===== src/rtl/serial_pkg.sv =====
// serial_pkg: shared definitions for the serial TX arbiter.
//   state_t   : arbiter FSM encoding (ST_IDLE=0, ST_LOCK=1)
//   NREQ_DEF  : default number of requester ports
//   TMO_W     : width of the idle-owner timeout counter / CFG_TMO
package serial_pkg;
  typedef enum logic {
    ST_IDLE = 1'b0,
    ST_LOCK = 1'b1
  } state_t;

  localparam int NREQ_DEF = 4;
  localparam int TMO_W    = 16;
endpackage


===== src/rtl/serial_rr_pick.sv =====
// serial_rr_pick: combinational round-robin picker.
//   req [NREQ] : request vector
//   ptr [IDW]  : highest-priority index this round (must be < NREQ)
//   any        : at least one request present
//   idx [IDW]  : first asserted index at or after ptr, wrapping NREQ-1 -> 0
module serial_rr_pick
  import serial_pkg::*;
#(
  parameter int NREQ = NREQ_DEF,
  parameter int IDW  = 3
) (
  input  logic [NREQ-1:0] req,
  input  logic [IDW-1:0]  ptr,
  output logic            any,
  output logic [IDW-1:0]  idx
);
  localparam int PW = (NREQ > 1) ? $clog2(NREQ) : 1;

  function automatic int wrap_add(input int a, input int b);
    int s;
    s = a + b;
    return (s >= NREQ) ? s - NREQ : s;
  endfunction

  // Scan from the farthest offset down to offset 0 so the nearest
  // request to ptr is the last (winning) assignment.
  always_comb begin
    any = 1'b0;
    idx = '0;
    for (int i = NREQ - 1; i >= 0; i--) begin
      if (req[PW'(wrap_add(int'(ptr), i))]) begin
        any = 1'b1;
        idx = IDW'(wrap_add(int'(ptr), i));
      end
    end
  end
endmodule


===== src/rtl/serial_tx_arbiter.sv =====
// serial_tx_arbiter: locks the UART TX byte stream to one requester for a
// whole message (until R_LAST), round-robin between messages.
//   CLK, RST     : clock, asynchronous active-high reset
//   R_STB/R_DATA/R_LAST/R_ACK : per-requester byte stream (8 bits each)
//   O_STB/O_DATA/O_ACK        : byte stream toward the transmitter FIFO
//   O_OWNER, O_BUSY           : current owner / lock held
//   CFG_TMO      : idle-owner timeout in cycles, 0 = off
// Build option: define SERIAL_TX_ARB_TIMEOUT_EN to release a lock whose
// owner has had R_STB low for CFG_TMO consecutive cycles; otherwise
// CFG_TMO is ignored and only R_LAST or RST releases the lock.
module serial_tx_arbiter
  import serial_pkg::*;
#(
  parameter int NREQ = NREQ_DEF,
  parameter int IDW  = 3
) (
  input  logic              CLK,
  input  logic              RST,
  input  logic [NREQ-1:0]   R_STB,
  input  logic [8*NREQ-1:0] R_DATA,
  input  logic [NREQ-1:0]   R_LAST,
  output logic [NREQ-1:0]   R_ACK,
  output logic              O_STB,
  output logic [7:0]        O_DATA,
  input  logic              O_ACK,
  output logic [IDW-1:0]    O_OWNER,
  output logic              O_BUSY,
  input  logic [TMO_W-1:0]  CFG_TMO
);
  localparam int PW = (NREQ > 1) ? $clog2(NREQ) : 1;

  state_t         r_state, w_state_nx;
  logic [IDW-1:0] r_owner, w_owner_nx;
  logic [IDW-1:0] r_rr_ptr, w_ptr_nx;
  logic           w_any;
  logic [IDW-1:0] w_pick;
  logic [PW-1:0]  w_own;
  logic           w_own_stb, w_own_last, w_lock;
  logic [7:0]     w_own_data;
  logic           w_tmo_hit;

  function automatic logic [IDW-1:0] ptr_inc(input logic [IDW-1:0] v);
    return (int'(v) >= NREQ - 1) ? '0 : v + 1'b1;
  endfunction

  serial_rr_pick #(.NREQ(NREQ), .IDW(IDW)) u_pick (
    .req (R_STB),
    .ptr (r_rr_ptr),
    .any (w_any),
    .idx (w_pick)
  );

  assign w_lock     = (r_state == ST_LOCK);
  assign w_own      = r_owner[PW-1:0];
  assign w_own_stb  = R_STB[w_own];
  assign w_own_last = R_LAST[w_own];
  assign w_own_data = R_DATA[{w_own, 3'b000} +: 8];

  assign O_BUSY  = w_lock;
  assign O_OWNER = r_owner;

  for (genvar k = 0; k < NREQ; k++) begin : g_ack
    assign R_ACK[k] = w_lock && (w_own == PW'(k)) && O_ACK && R_STB[k];
  end

`ifdef SERIAL_TX_ARB_TIMEOUT_EN
  logic [TMO_W-1:0] r_tmo_cnt;

  // Counts consecutive owner-idle cycles; held at 0 outside LOCK so every
  // new lock starts from zero.
  always_ff @(posedge CLK or posedge RST) begin
    if (RST)                     r_tmo_cnt <= '0;
    else if (!w_lock || w_own_stb) r_tmo_cnt <= '0;
    else                         r_tmo_cnt <= r_tmo_cnt + 1'b1;
  end

  // Only fires while the owner is idle, so a byte on offer is never dropped.
  assign w_tmo_hit = w_lock && !w_own_stb && (CFG_TMO != '0) &&
                     (r_tmo_cnt == CFG_TMO);
`else
  logic w_unused_tmo;
  assign w_unused_tmo = ^CFG_TMO;
  assign w_tmo_hit    = 1'b0;
`endif

  always_ff @(posedge CLK or posedge RST) begin
    if (RST) begin
      r_state  <= ST_IDLE;
      r_owner  <= '0;
      r_rr_ptr <= '0;
    end else begin
      r_state  <= w_state_nx;
      r_owner  <= w_owner_nx;
      r_rr_ptr <= w_ptr_nx;
    end
  end

  always_comb begin
    w_state_nx = r_state;
    w_owner_nx = r_owner;
    w_ptr_nx   = r_rr_ptr;
    O_STB      = 1'b0;
    O_DATA     = '0;
    unique case (r_state)
      // Arbitration cycle: no byte passes, the winner owns from next edge.
      ST_IDLE: begin
        if (w_any) begin
          w_state_nx = ST_LOCK;
          w_owner_nx = w_pick;
        end
      end
      ST_LOCK: begin
        O_STB  = w_own_stb;
        O_DATA = w_own_data;
        // Releasing owner drops to lowest priority for the next round.
        if ((w_own_stb && O_ACK && w_own_last) || w_tmo_hit) begin
          w_state_nx = ST_IDLE;
          w_ptr_nx   = ptr_inc(r_owner);
        end
      end
    endcase
  end
endmodule


===== config.mk =====
export PLATFORM = sky130hd
export DESIGN_NAME = serial_tx_arbiter
export DESIGN_NICKNAME = d
export VERILOG_FILES = /design/src/rtl/serial_pkg.sv /design/src/rtl/serial_rr_pick.sv /design/src/rtl/serial_tx_arbiter.sv
export SDC_FILE = /design/constraint.sdc
export NUM_CORES = 1
export LEC_CHECK = 0
export CAP_MARGIN = 20
export CORE_MARGIN = 2
export CORE_UTILIZATION = 35
export CTS_BUF_LIST = sky130_fd_sc_hd__clkbuf_16
export DETAILED_ROUTE_END_ITERATION = 12
export DONT_BUFFER_PORTS = 1
export PLACE_DENSITY = 0.48
export SETUP_SLACK_MARGIN = 0.1
export SYNTH_ARGS = -nofsm -noshare
export SYNTH_HDL_FRONTEND = slang
export SYNTH_SLANG_ARGS = --single-unit

===== constraint.sdc =====
create_clock -name CLK -period 2.61 [get_ports CLK]
set_input_delay 0.522 -clock CLK [delete_from_list [all_inputs] [get_ports CLK]]
set_output_delay 0.522 -clock CLK [all_outputs]
set_load 0.02 [all_outputs]

==> impl_metrics.json, run 1 <==
{
  "synthDominantAreaCellType": "sky130_fd_sc_hd__mux4_2",
  "rr_startpoint": "r_rr_ptr[1]$_DFFE_PP0P_",
  "cts.sink_count": 7,
  "num_antenna_cells": 0,
  "failed_checks": "DRC",
  "fp-row-count": 19,
  "hold_buffers": 0,
  "detail_route.wirelength_um": 2510,
  "report.final.hold_viol_count": 0,
  "grt_pass1_vias": 794,
  "synth.top_cells.by_count": "12 x sky130_fd_sc_hd__mux4_2, 10 x sky130_fd_sc_hd__and2_1",
  "synth_ff_type": "sky130_fd_sc_hd__dfrtp_1",
  "sequential_cell_area_sq_um": 176.4,
  "worstRegToRegCells": 5,
  "drt-pass1-iter-count": 8,
  "final_min_period_over_clock_period": 0.8339,
  "cellLeakagePower_nw": 0.4698,
  "setup.worst_path.end_class": "output pin",
  "setup_violation_total_in_the_final_timing_report": 0,
  "groute.layer.met1.usage": 0.1848,
  "fmax_ghz": 0.4595,
  "fin_nets": 165,
  "finish.cell_count_without_fillers": 129,
  "io_buffers": 0,
  "grt_setup_unrepaired": "no",
  "critPathMaxStageDelay_ns": 0.63,
  "fin_crit_ns": 2.176,
  "irDropWorstVdd_uv": 633.2,
  "wl_per_cell_um": 19.46,
  "crit_type": "reg2out",
  "critical_path_cell_count": 2,
  "clk_pin_slew_ns": 0.04,
  "cp-startpoint": "O_OWNER[0]$_DFFE_PP0P_",
  "synth_nets": 161,
  "cp.arrival_ns": 1.65,
  "cts-root-buf": "sky130_fd_sc_hd__clkbuf_16",
  "final.setup_skew_ns": 0.002293,
  "core-area_sq_um": 2805,
  "maximum_root_to_sink_buffer_count": 2,
  "tritoncts.num_buffers": 3,
  "global_route.overflow_total": 0,
  "slew-limit-headroom": 0.7100,
  "pin_count_of_the_biggest_net_entering_global_routing": 18,
  "synth.cell_area_sq_um": 1045,
  "post_synth_inst_count": 95,
  "die_area_sq_um": 3438,
  "layout-drive-gt1-share": 0.2857,
  "synthesis.yosys.warnings": 0,
  "drt.antenna.violating_nets": 0,
  "syn_to_layout_area_delta_pct": 9.701,
  "routed-via-count": 793,
  "grt.busiest_layer": "met2",
  "top_level_ports": 76,
  "start_kind": "register",
  "run_status": "finished, violations left",
  "die_width_um": 58.64,
  "cp_max_fo": 17,
  "path_buf_inv": 0,
  "floorplan.die.height_um": 58.64,
  "multi_input_comb_area_sq_um": 780.7,
  "synth-async-reset-ratio": 1.000,
  "via_per_inst": 6.147,
  "clock_tree.htree_level_count": 1,
  "global_route_met2_usage": 0.2343,
  "detailed_place_hpwl_um": 1938,
  "finalSetupTns_ns": 0,
  "finish.utilization": 0.4086,
  "fillCellCount": 270,
  "path_cells": "mux4_2, and2_1",
  "synth_edf_count": 0,
  "synth_top_cells_by_area": "sky130_fd_sc_hd__mux4_2 26%, sky130_fd_sc_hd__dfrtp_1 17%, sky130_fd_sc_hd__ha_1 8.4%, sky130_fd_sc_hd__and2_1 6.0%, sky130_fd_sc_hd__mux4_1 5.0%",
  "grt_util_met3": 0.05495,
  "worst_path_max_delay_cell": "sky130_fd_sc_hd__dfrtp_2",
  "min_path_type": "in2async",
  "grt.total_usage": 0.1431,
  "worst_path_dominant_cell_family": "flip-flops",
  "place_congestion": 0.7584,
  "initialDrtViolationCount": 94,
  "synth.yosys.seq_area_share": 0.1677,
  "worstMarginPinSlew_ns": 0.4351,
  "floorplan.initialDensity": 0.3724,
  "total_drc_errors_in_the_routed_layout": 6,
  "place.detailed.instances": 125,
  "powerDensity_nw_per_um2": 1251,
  "worstPathRequired_ns": 2.09,
  "r2r_setup_slack_ns": 0.63,
  "yosysMostFrequentCell": "sky130_fd_sc_hd__mux4_2",
  "netlist-cell-type-count": 34,
  "wire_length_of_the_first_global_routing_pass_um": 3719,
  "synth_largest_type_area_fraction": 0.2587,
  "synthesis.area_per_instance_sq_um": 11.00,
  "insertion_delay_ns": 0.23,
  "ys_seq_elements": 7,
  "number_of_antenna_violations_at_the_first_check_in_global_routing": 0,
  "maxSlewViolCount": 0,
  "clock_tree_from_tritoncts": "done",
  "max_cap_viol_count": 0
}
-- flip-flops by register name (all words and copies together), names as in the netlist --
name      cells
O_OWNER       3
r_rr_ptr      3
O_BUSY        1
-- worst register-to-register path, cell delays in order (launching register included) --
cell                      delay [ns]
sky130_fd_sc_hd__dfrtp_1        0.33
sky130_fd_sc_hd__buf_4          0.17
sky130_fd_sc_hd__mux4_1         0.70
sky130_fd_sc_hd__o41ai_4        0.48
sky130_fd_sc_hd__nand2_1        0.12
sky130_fd_sc_hd__o41ai_2        0.06
-- placed cells by master (no fill, tap or decap), types with 2 or more instances in the layout --
| master | count |
|---|---|
| sky130_fd_sc_hd__buf_4 | 6 |
| sky130_fd_sc_hd__ha_1 | 7 |
| sky130_fd_sc_hd__mux4_1 | 2 |
| sky130_fd_sc_hd__and2_1 | 10 |
| sky130_fd_sc_hd__mux2_2 | 2 |
| sky130_fd_sc_hd__a211oi_1 | 2 |
| sky130_fd_sc_hd__and3_1 | 4 |
| sky130_fd_sc_hd__mux2i_1 | 2 |
| sky130_fd_sc_hd__nor3_1 | 2 |
| sky130_fd_sc_hd__dfrtp_1 | 6 |
| sky130_fd_sc_hd__mux4_2 | 12 |
| sky130_fd_sc_hd__nand2_1 | 7 |
| sky130_fd_sc_hd__clkbuf_16 | 3 |
| sky130_fd_sc_hd__inv_1 | 8 |
| sky130_fd_sc_hd__o21ai_0 | 6 |
| sky130_fd_sc_hd__a21oi_1 | 3 |
-- timing repair --
item	4_1_cts	5_1_grt
resized for setup	0	1
setup endpoints to repair	0	8
buffers inserted	0	0
-- routing by layer --
| metal | vias up | wire length (um) |
|---|---|---|
| li1 | 373 | - |
| met1 | 378 | 1021 |
| met2 | 42 | 1221 |
| met3 | 0 | 267 |
| met4 | 0 | 0 |
| met5 | - | 0 |
-- path summary, 6_finish.rpt --
| check | to |
|---|---|
| max in group asynchronous | O_OWNER[0]$_DFFE_PP0P_ |
| setup / recovery | O_DATA[2] |
| min in group CLK | r_rr_ptr[2]$_DFFE_PP0P_ |
| setup reg to reg | O_OWNER[2]$_DFFE_PP0P_ |
| hold reg to reg | r_rr_ptr[2]$_DFFE_PP0P_ |
| hold / removal | r_rr_ptr[1]$_DFFE_PP0P_ |
-- report_power, final --
group	switching, mW	internal, mW	total [mW]
registers	0.0874	0.146	0.234
clock network	0.0548	0.199	0.254
logic	0.513	0.432	0.946
total	0.655	0.778	1.43
-- kinds of logic after synthesis --
kind of cell,after synthesis,share of synthesized area
and+or+nand+nor,30,0.1665
AOI/OAI and AO/OA,19,0.1473
muxes,18,0.3497
buffers and inverters,14,0.08502
adders and majority gates,7,0.08383
DFF,7,0.1677
-- through the flow --
step | area [sq um] | setup WS (ns) | hold slack [ns] | total power, mW
6_report | 1146 | 0.4335 | 0.1137 | 1.433
3_5_place_dp | 1066 | 0.3816 | 0.3610 | 1.183
4_1_cts | 1145 | 0.1292 | 0.1194 | 1.450
5_1_grt | 1146 | 0.3336 | 0.1389 | 1.540
3_3_place_gp | 1066 | 0.4216 | 0.3623 | 1.172
2_1_floorplan | 1045 | 0.4823 | 0.3254 | 1.067
-- final cells by class --
| class | count | area share |
|---|---|---|
| Clock buffer | 3 | 0.06550 |
| Clock inverter | 1 | 0.003275 |
| Inverter | 7 | 0.02293 |
| Multi-Input combinational cell | 74 | 0.6812 |
| Sequential cell | 7 | 0.1539 |
| Tap cell | 31 | 0.03384 |
| Timing Repair Buffer | 6 | 0.03930 |
Note: power is estimated with default switching activity, not from simulation.
==> run 2: changes to the inputs <==
--- a/config.mk
+++ b/config.mk
@@ -11,7 +11,7 @@
 export CTS_BUF_LIST = sky130_fd_sc_hd__clkbuf_16
 export DETAILED_ROUTE_END_ITERATION = 12
 export DONT_BUFFER_PORTS = 1
-export PLACE_DENSITY = 0.48
+export PLACE_DENSITY = 0.5
 export SETUP_SLACK_MARGIN = 0.1
 export SYNTH_ARGS = -nofsm -noshare
 export SYNTH_HDL_FRONTEND = slang
==> constraint.sdc (replaced) <==
create_clock -name CLK -period 1.89 [get_ports CLK]
set_input_delay 0.378 -clock CLK [delete_from_list [all_inputs] [get_ports CLK]]
set_output_delay 0.378 -clock CLK [all_outputs]
set_load 0.02 [all_outputs]
==> run 2 against run 1 <==
  * The run still ends with DRC left
  * Clock-buffer cell count did not move
  * Clock skew about the same
  * Clock power up 40%
  * Critical path depth increased by 3
  * Wire length is 8.5% higher
  * First-iteration DRC count decreased by 66%
  * Global-route usage grew 2.2 points
  * Register-to-register slack got worse by 0.56 ns
  * Cell count is 17% higher
  * Combinational power rose by 110%
  * Via count is 11% higher
  * Worst setup slack worse by 0.36 ns
  * Largest cell class unchanged
  * Largest power group unchanged
==> impl_metrics.json, run 2 (same netlist as run 1, synthesis figures left out) <==
{
  "r2r_setup_slack_ns": 0.07,
  "report.power.total_mw": 2.609,
  "num_antenna_cells": 0,
  "maximum_root_to_sink_buffer_count": 2,
  "insertion_delay_ns": 0.23,
  "final_min_period_over_clock_period": 0.9610,
  "cts-root-buf": "sky130_fd_sc_hd__clkbuf_16",
  "cts.sink_count": 7,
  "pin_count_of_the_biggest_net_entering_global_routing": 11,
  "run_status": "finished, violations left",
  "clock_tree_from_tritoncts": "done",
  "final_common_cell": "sky130_fd_sc_hd__buf_4",
  "max_cap_viol_count": 0,
  "detail_route.wirelength_um": 2724,
  "die_area_sq_um": 3438,
  "start_kind": "register",
  "cp_max_fo": 5,
  "fmax_ghz": 0.5506,
  "wire_length_of_the_first_global_routing_pass_um": 4429,
  "via_per_inst": 5.834,
  "powerDensity_nw_per_um2": 1821,
  "worst_r2r_endpoint": "O_OWNER[0]$_DFFE_PP0P_",
  "timing.hold.worst.start": "R_STB[0]",
  "grt.total_usage": 0.1652,
  "fin_nets": 187,
  "floorplan.initialDensity": 0.3724,
  "clk_pin_slew_ns": 0.04,
  "die_width_um": 58.64,
  "irDropWorstVdd_uv": 827.5,
  "setup_violation_total_in_the_final_timing_report": 0,
  "layout-drive-gt1-share": 0.6083,
  "floorplan.die.height_um": 58.64,
  "core-area_sq_um": 2805,
  "initialDrtViolationCount": 32,
  "cellLeakagePower_nw": 0.5953,
  "final_cell_mix": "23 x sky130_fd_sc_hd__buf_4, 13 x sky130_fd_sc_hd__mux4_2, 9 x sky130_fd_sc_hd__and2_4",
  "timing.hold.worst_path_depth": 3,
  "failed_checks": "DRC",
  "crit_type": "reg2reg",
  "finalSetupTns_ns": 0,
  "finish.utilization": 0.5107,
  "number_of_antenna_violations_at_the_first_check_in_global_routing": 0,
  "setup.worst_path.end_class": "register",
  "min_to": "O_OWNER[1]$_DFFE_PP0P_",
  "drt.antenna.violating_nets": 0,
  "cp-startpoint": "r_rr_ptr[1]$_DFFE_PP0P_",
  "grt_pass1_vias": 931,
  "worstRegToRegCells": 5,
  "worstPathRequired_ns": 2.00,
  "rr_startpoint": "r_rr_ptr[1]$_DFFE_PP0P_",
  "worstMarginPinSlew_ns": 0.4099,
  "total_drc_errors_in_the_routed_layout": 1,
  "report.final.hold_viol_count": 0,
  "place_congestion": 0.7841,
  "tritoncts.num_buffers": 3,
  "io_buffers": 0,
  "maxSlewViolCount": 0,
  "routed-via-count": 881,
  "drt-pass1-iter-count": 8,
  "cp.arrival_ns": 1.92,
  "min_path_type": "in2reg",
  "detailed_place_hpwl_um": 2114,
  "slew-limit-headroom": 0.7196,
  "grt_setup_unrepaired": "yes",
  "wl_per_cell_um": 18.04,
  "fp-row-count": 19,
  "clock_tree.htree_level_count": 1,
  "fin_crit_ns": 1.816,
  "final.setup_skew_ns": 0.002512,
  "syn_to_layout_area_delta_pct": 37.13,
  "top_level_ports": 76,
  "global_route.overflow_total": 0
}
-- run 2: cell count changes in the layout (fill, tap and decap cells not counted), sizes merged --
cell and delta:
dlygate4sd3 +1, buf +21
-- run 2: stage by stage --
stage / cell area (sq um) / std cells / hold slack, ns / worst slack [ns]
finish: 1433 / 151 / 0.3841 / 0.07367
global route: 1433 / 151 / 0.4378 / -0.03870
CTS: 1385 / 150 / 0.3864 / 0.05923
detailed placement: 1191 / 138 / 0.2168 / -0.05259
global placement: 1191 / 138 / 0.2075 / -0.06013
floorplan: 1094 / 95 / 0.1813 / -0.05202
-- run 2: metal layers --
| metal | global-route usage | routed length [um] | up-vias |
|---|---|---|---|
| met4 | 0.03896 | 16 | 0 |
| met3 | 0.02637 | 146 | 2 |
| met5 | 0 | 0 | - |
| met1 | 0.2233 | 1153 | 437 |
| li1 | - | - | 415 |
| met2 | 0.2793 | 1407 | 27 |
-- run 2: critical path: stages, from the launching register on --
cell and delay [ns]:
sky130_fd_sc_hd__dfrtp_2 0.43, sky130_fd_sc_hd__mux4_1 0.65, sky130_fd_sc_hd__buf_4 0.19, sky130_fd_sc_hd__a21oi_1 0.11, sky130_fd_sc_hd__nor3_1 0.06, sky130_fd_sc_hd__a221o_1 0.26
-- run 2: repair_timing --
action,4_1_cts,5_1_grt
setup buffers,7,1
resized for setup,18,10
hold endpoints to repair,7,0
endpoints found under the setup margin,17,17
pin swaps,14,1
hold buffers,1,0
-- run 2: report_power, final --
part	internal [mW]	switching (mW)
combinational	1.06	0.894
sequential	0.209	0.0878
clock	0.275	0.0807
-- run 2: worst max path at each step --
stage	to	slack (ns)
after CTS	O_OWNER[2]$_DFFE_PP0P_	0.06
after global placement	O_OWNER[0]$_DFFE_PP0P_	-0.06
after floorplan	O_OWNER[2]$_DFFE_PP0P_	-0.05
after global routing	O_OWNER[1]$_DFFE_PP0P_	-0.04
final	O_OWNER[0]$_DFFE_PP0P_	0.07
after detailed placement	O_OWNER[2]$_DFFE_PP0P_	-0.05
-- run 2: area by class of cell --
cell class / instances / area, sq um
Fill cell: 268 / 1373
Clock buffer: 3 / 75.07
Inverter: 7 / 28.78
Clock inverter: 1 / 3.754
Tap cell: 31 / 38.79
Timing Repair Buffer: 28 / 240.2
Sequential cell: 7 / 180.2
Multi-Input combinational cell: 74 / 865.8
==> run 3: changes to the inputs <==
--- a/config.mk
+++ b/config.mk
@@ -11,7 +11,7 @@
 export CTS_BUF_LIST = sky130_fd_sc_hd__clkbuf_16
 export DETAILED_ROUTE_END_ITERATION = 12
 export DONT_BUFFER_PORTS = 1
-export PLACE_DENSITY = 0.5
+export PLACE_DENSITY = 0.48
 export SETUP_SLACK_MARGIN = 0.1
 export SYNTH_ARGS = -nofsm -noshare
 export SYNTH_HDL_FRONTEND = slang
==> constraint.sdc (replaced) <==
create_clock -name CLK -period 2.05 [get_ports CLK]
set_input_delay 0.41 -clock CLK [delete_from_list [all_inputs] [get_ports CLK]]
set_output_delay 0.41 -clock CLK [all_outputs]
set_load 0.02 [all_outputs]
==> run 3 against run 2 <==
  * The flow finishes with violations (DRC, hold timing)
  * Clock-buffer cell count unchanged
  * Register-to-register slack better by 0.06 ns
  * Non-clock buffer count decreased by 13
  * Flip-flop and latch count stayed put
  * Largest power group unchanged
  * Critical endpoint is now O_DATA[2]
  * Largest cell class unchanged
  * Critical path type is now reg2out
  * Cell area shrank 14%
  * Critical path depth is 3 lower
  * Sequential share of layout area is 2.0 points higher
  * Worst setup slack better by 0.032 ns
  * Combinational power fell by 30%
==> impl_metrics.json, run 3 (same netlist as run 1, synthesis figures left out) <==
{
  "run_status": "finished, violations left",
  "failed_checks": "DRC, hold timing",
  "insertion_delay_ns": 0.23,
  "fmax_ghz": 0.5143,
  "die_width_um": 58.64,
  "final.setup_skew_ns": 0.0005688,
  "io_buffers": 0,
  "clk_pin_slew_ns": 0.04,
  "drt-pass1-iter-count": 8,
  "powerDensity_nw_per_um2": 1629,
  "final_cell_area_sq_um": 1232,
  "grt.total_usage": 0.1589,
  "slew-limit-headroom": 0.6765,
  "worstPathRequired_ns": 1.64,
  "setup_violation_total_in_the_final_timing_report": 0,
  "cellLeakagePower_nw": 0.5053,
  "syn_to_layout_area_delta_pct": 17.96,
  "floorplan.initialDensity": 0.3724,
  "min_path_type": "in2async",
  "worst_path_max_delay_cell": "sky130_fd_sc_hd__dfrtp_4",
  "detail_route.wirelength_um": 2718,
  "top_level_ports": 76,
  "fin_nets": 174,
  "final_min_period_over_clock_period": 0.9485,
  "setup.worst_path.end_class": "output pin",
  "pin_count_of_the_biggest_net_entering_global_routing": 13,
  "cts.sink_count": 7,
  "cp.arrival_ns": 1.53,
  "max_cap_viol_count": 0,
  "start_kind": "register",
  "global_route.overflow_total": 0,
  "path_cells": "mux4_2, and2_1",
  "die_area_sq_um": 3438,
  "worst_path_dominant_cell_family": "flip-flops",
  "hold-worst-slack_ns": -0.004335,
  "place_congestion": 0.7271,
  "floorplan.die.height_um": 58.64,
  "final_common_cell": "sky130_fd_sc_hd__buf_4",
  "place_ws_ns": 0.05762,
  "grt_setup_unrepaired": "yes",
  "maxSlewViolCount": 0,
  "finalSetupTns_ns": 0,
  "critPathMaxStageDelay_ns": 0.53,
  "grt_pass1_vias": 839,
  "path_buf_inv": 0,
  "worst_slack_ns": 0.1056,
  "drt.antenna.violating_nets": 0,
  "worstMarginPinSlew_ns": 0.4730,
  "fp-row-count": 19,
  "irDropWorstVdd_uv": 539.0,
  "total_drc_errors_in_the_routed_layout": 2,
  "cp_max_fo": 12,
  "number_of_antenna_violations_at_the_first_check_in_global_routing": 0,
  "hold_buffers": 0,
  "clock_tree_from_tritoncts": "done",
  "total_cell_area_at_the_placement_stage_sq_um": 1121,
  "wl_per_cell_um": 19.70,
  "tritoncts.num_buffers": 3,
  "detailed_place_hpwl_um": 2104,
  "core-area_sq_um": 2805,
  "finish.utilization": 0.4393,
  "clock_tree.htree_level_count": 1,
  "report.final.hold_viol_count": 7,
  "final_cell_mix": "15 x sky130_fd_sc_hd__buf_4, 13 x sky130_fd_sc_hd__mux4_2, 10 x sky130_fd_sc_hd__and2_1",
  "routed-via-count": 827,
  "cts-root-buf": "sky130_fd_sc_hd__clkbuf_16",
  "maximum_root_to_sink_buffer_count": 2,
  "fin_crit_ns": 1.944,
  "initialDrtViolationCount": 49,
  "num_antenna_cells": 0,
  "wire_length_of_the_first_global_routing_pass_um": 4077,
  "via_per_inst": 5.993,
  "crit_type": "reg2out",
  "layout-drive-gt1-share": 0.4206
}
-- run 3: per-stage QoR --
stage                     instances  power, mW  hold slack (ns)
after floorplan                  95      1.388           0.2133
after global placement          131      1.605           0.2446
after detailed placement        131      1.616           0.2441
after CTS                       135      1.971         0.002194
after global routing            138      2.152          0.01484
final                           138      2.008        -0.004335
-- run 3: routing by layer --
| layer | vias to the layer above | track usage | part of all wire |
|---|---|---|---|
| met5 | - | 0 | 0 |
| met4 | 0 | 0.05519 | 0.010 |
| met3 | 3 | 0.02857 | 0.062 |
| met2 | 31 | 0.2488 | 0.51 |
| met1 | 406 | 0.2221 | 0.42 |
| li1 | 387 | - | - |
-- run 3: cell type report --
cell class	instances	area, sq um
Fill cell	272	1573
Multi-Input combinational cell	74	795.8
Sequential cell	7	180.2
Timing Repair Buffer	15	112.6
Clock buffer	3	75.07
Tap cell	31	38.79
Inverter	7	26.28
Clock inverter	1	3.754
-- run 3: worst register-to-register path, cell delays in order (launching register included) --
cell and delay, ns:
sky130_fd_sc_hd__dfrtp_2 0.43, sky130_fd_sc_hd__inv_2 0.08, sky130_fd_sc_hd__ha_4 0.29, sky130_fd_sc_hd__mux4_2 0.35
sky130_fd_sc_hd__o41ai_4 0.47, sky130_fd_sc_hd__o21ai_0 0.16
-- run 3: worst paths after layout --
kind                                    startpoint                      end  slack (ns)  depth (start not counted)
max                         O_OWNER[0]$_DFFE_PP0P_                O_DATA[2]        0.11                          2
min                                            RST  r_rr_ptr[1]$_DFFE_PP0P_      -0.004                          1
max reg2reg                r_rr_ptr[0]$_DFFE_PP0P_   O_OWNER[1]$_DFFE_PP0P_        0.13                          5
min reg2reg                r_rr_ptr[2]$_DFFE_PP0P_  r_rr_ptr[2]$_DFFE_PP0P_        0.52                          1
max in group asynchronous                      RST   O_OWNER[0]$_DFFE_PP0P_        1.82                          1
min in group CLK                          R_STB[0]   O_OWNER[1]$_DFFE_PP0P_        0.43                          3
-- run 3: power breakdown --
part           internal [mW]  leakage, nW  switching [mW]
logic                  0.687        0.378           0.685
registers              0.194       0.0851           0.116
clock network          0.253       0.0423          0.0723
total                   1.13        0.505           0.874
-- run 3: what timing repair did --
action / CTS / global route
gates cloned: 0 / 0
endpoints found under the setup margin: 13 / 14
pin swaps: 0 / 1
endpoints found under the hold margin: 0 / 0
buffers inserted: 0 / 3
resized for setup: 2 / 3
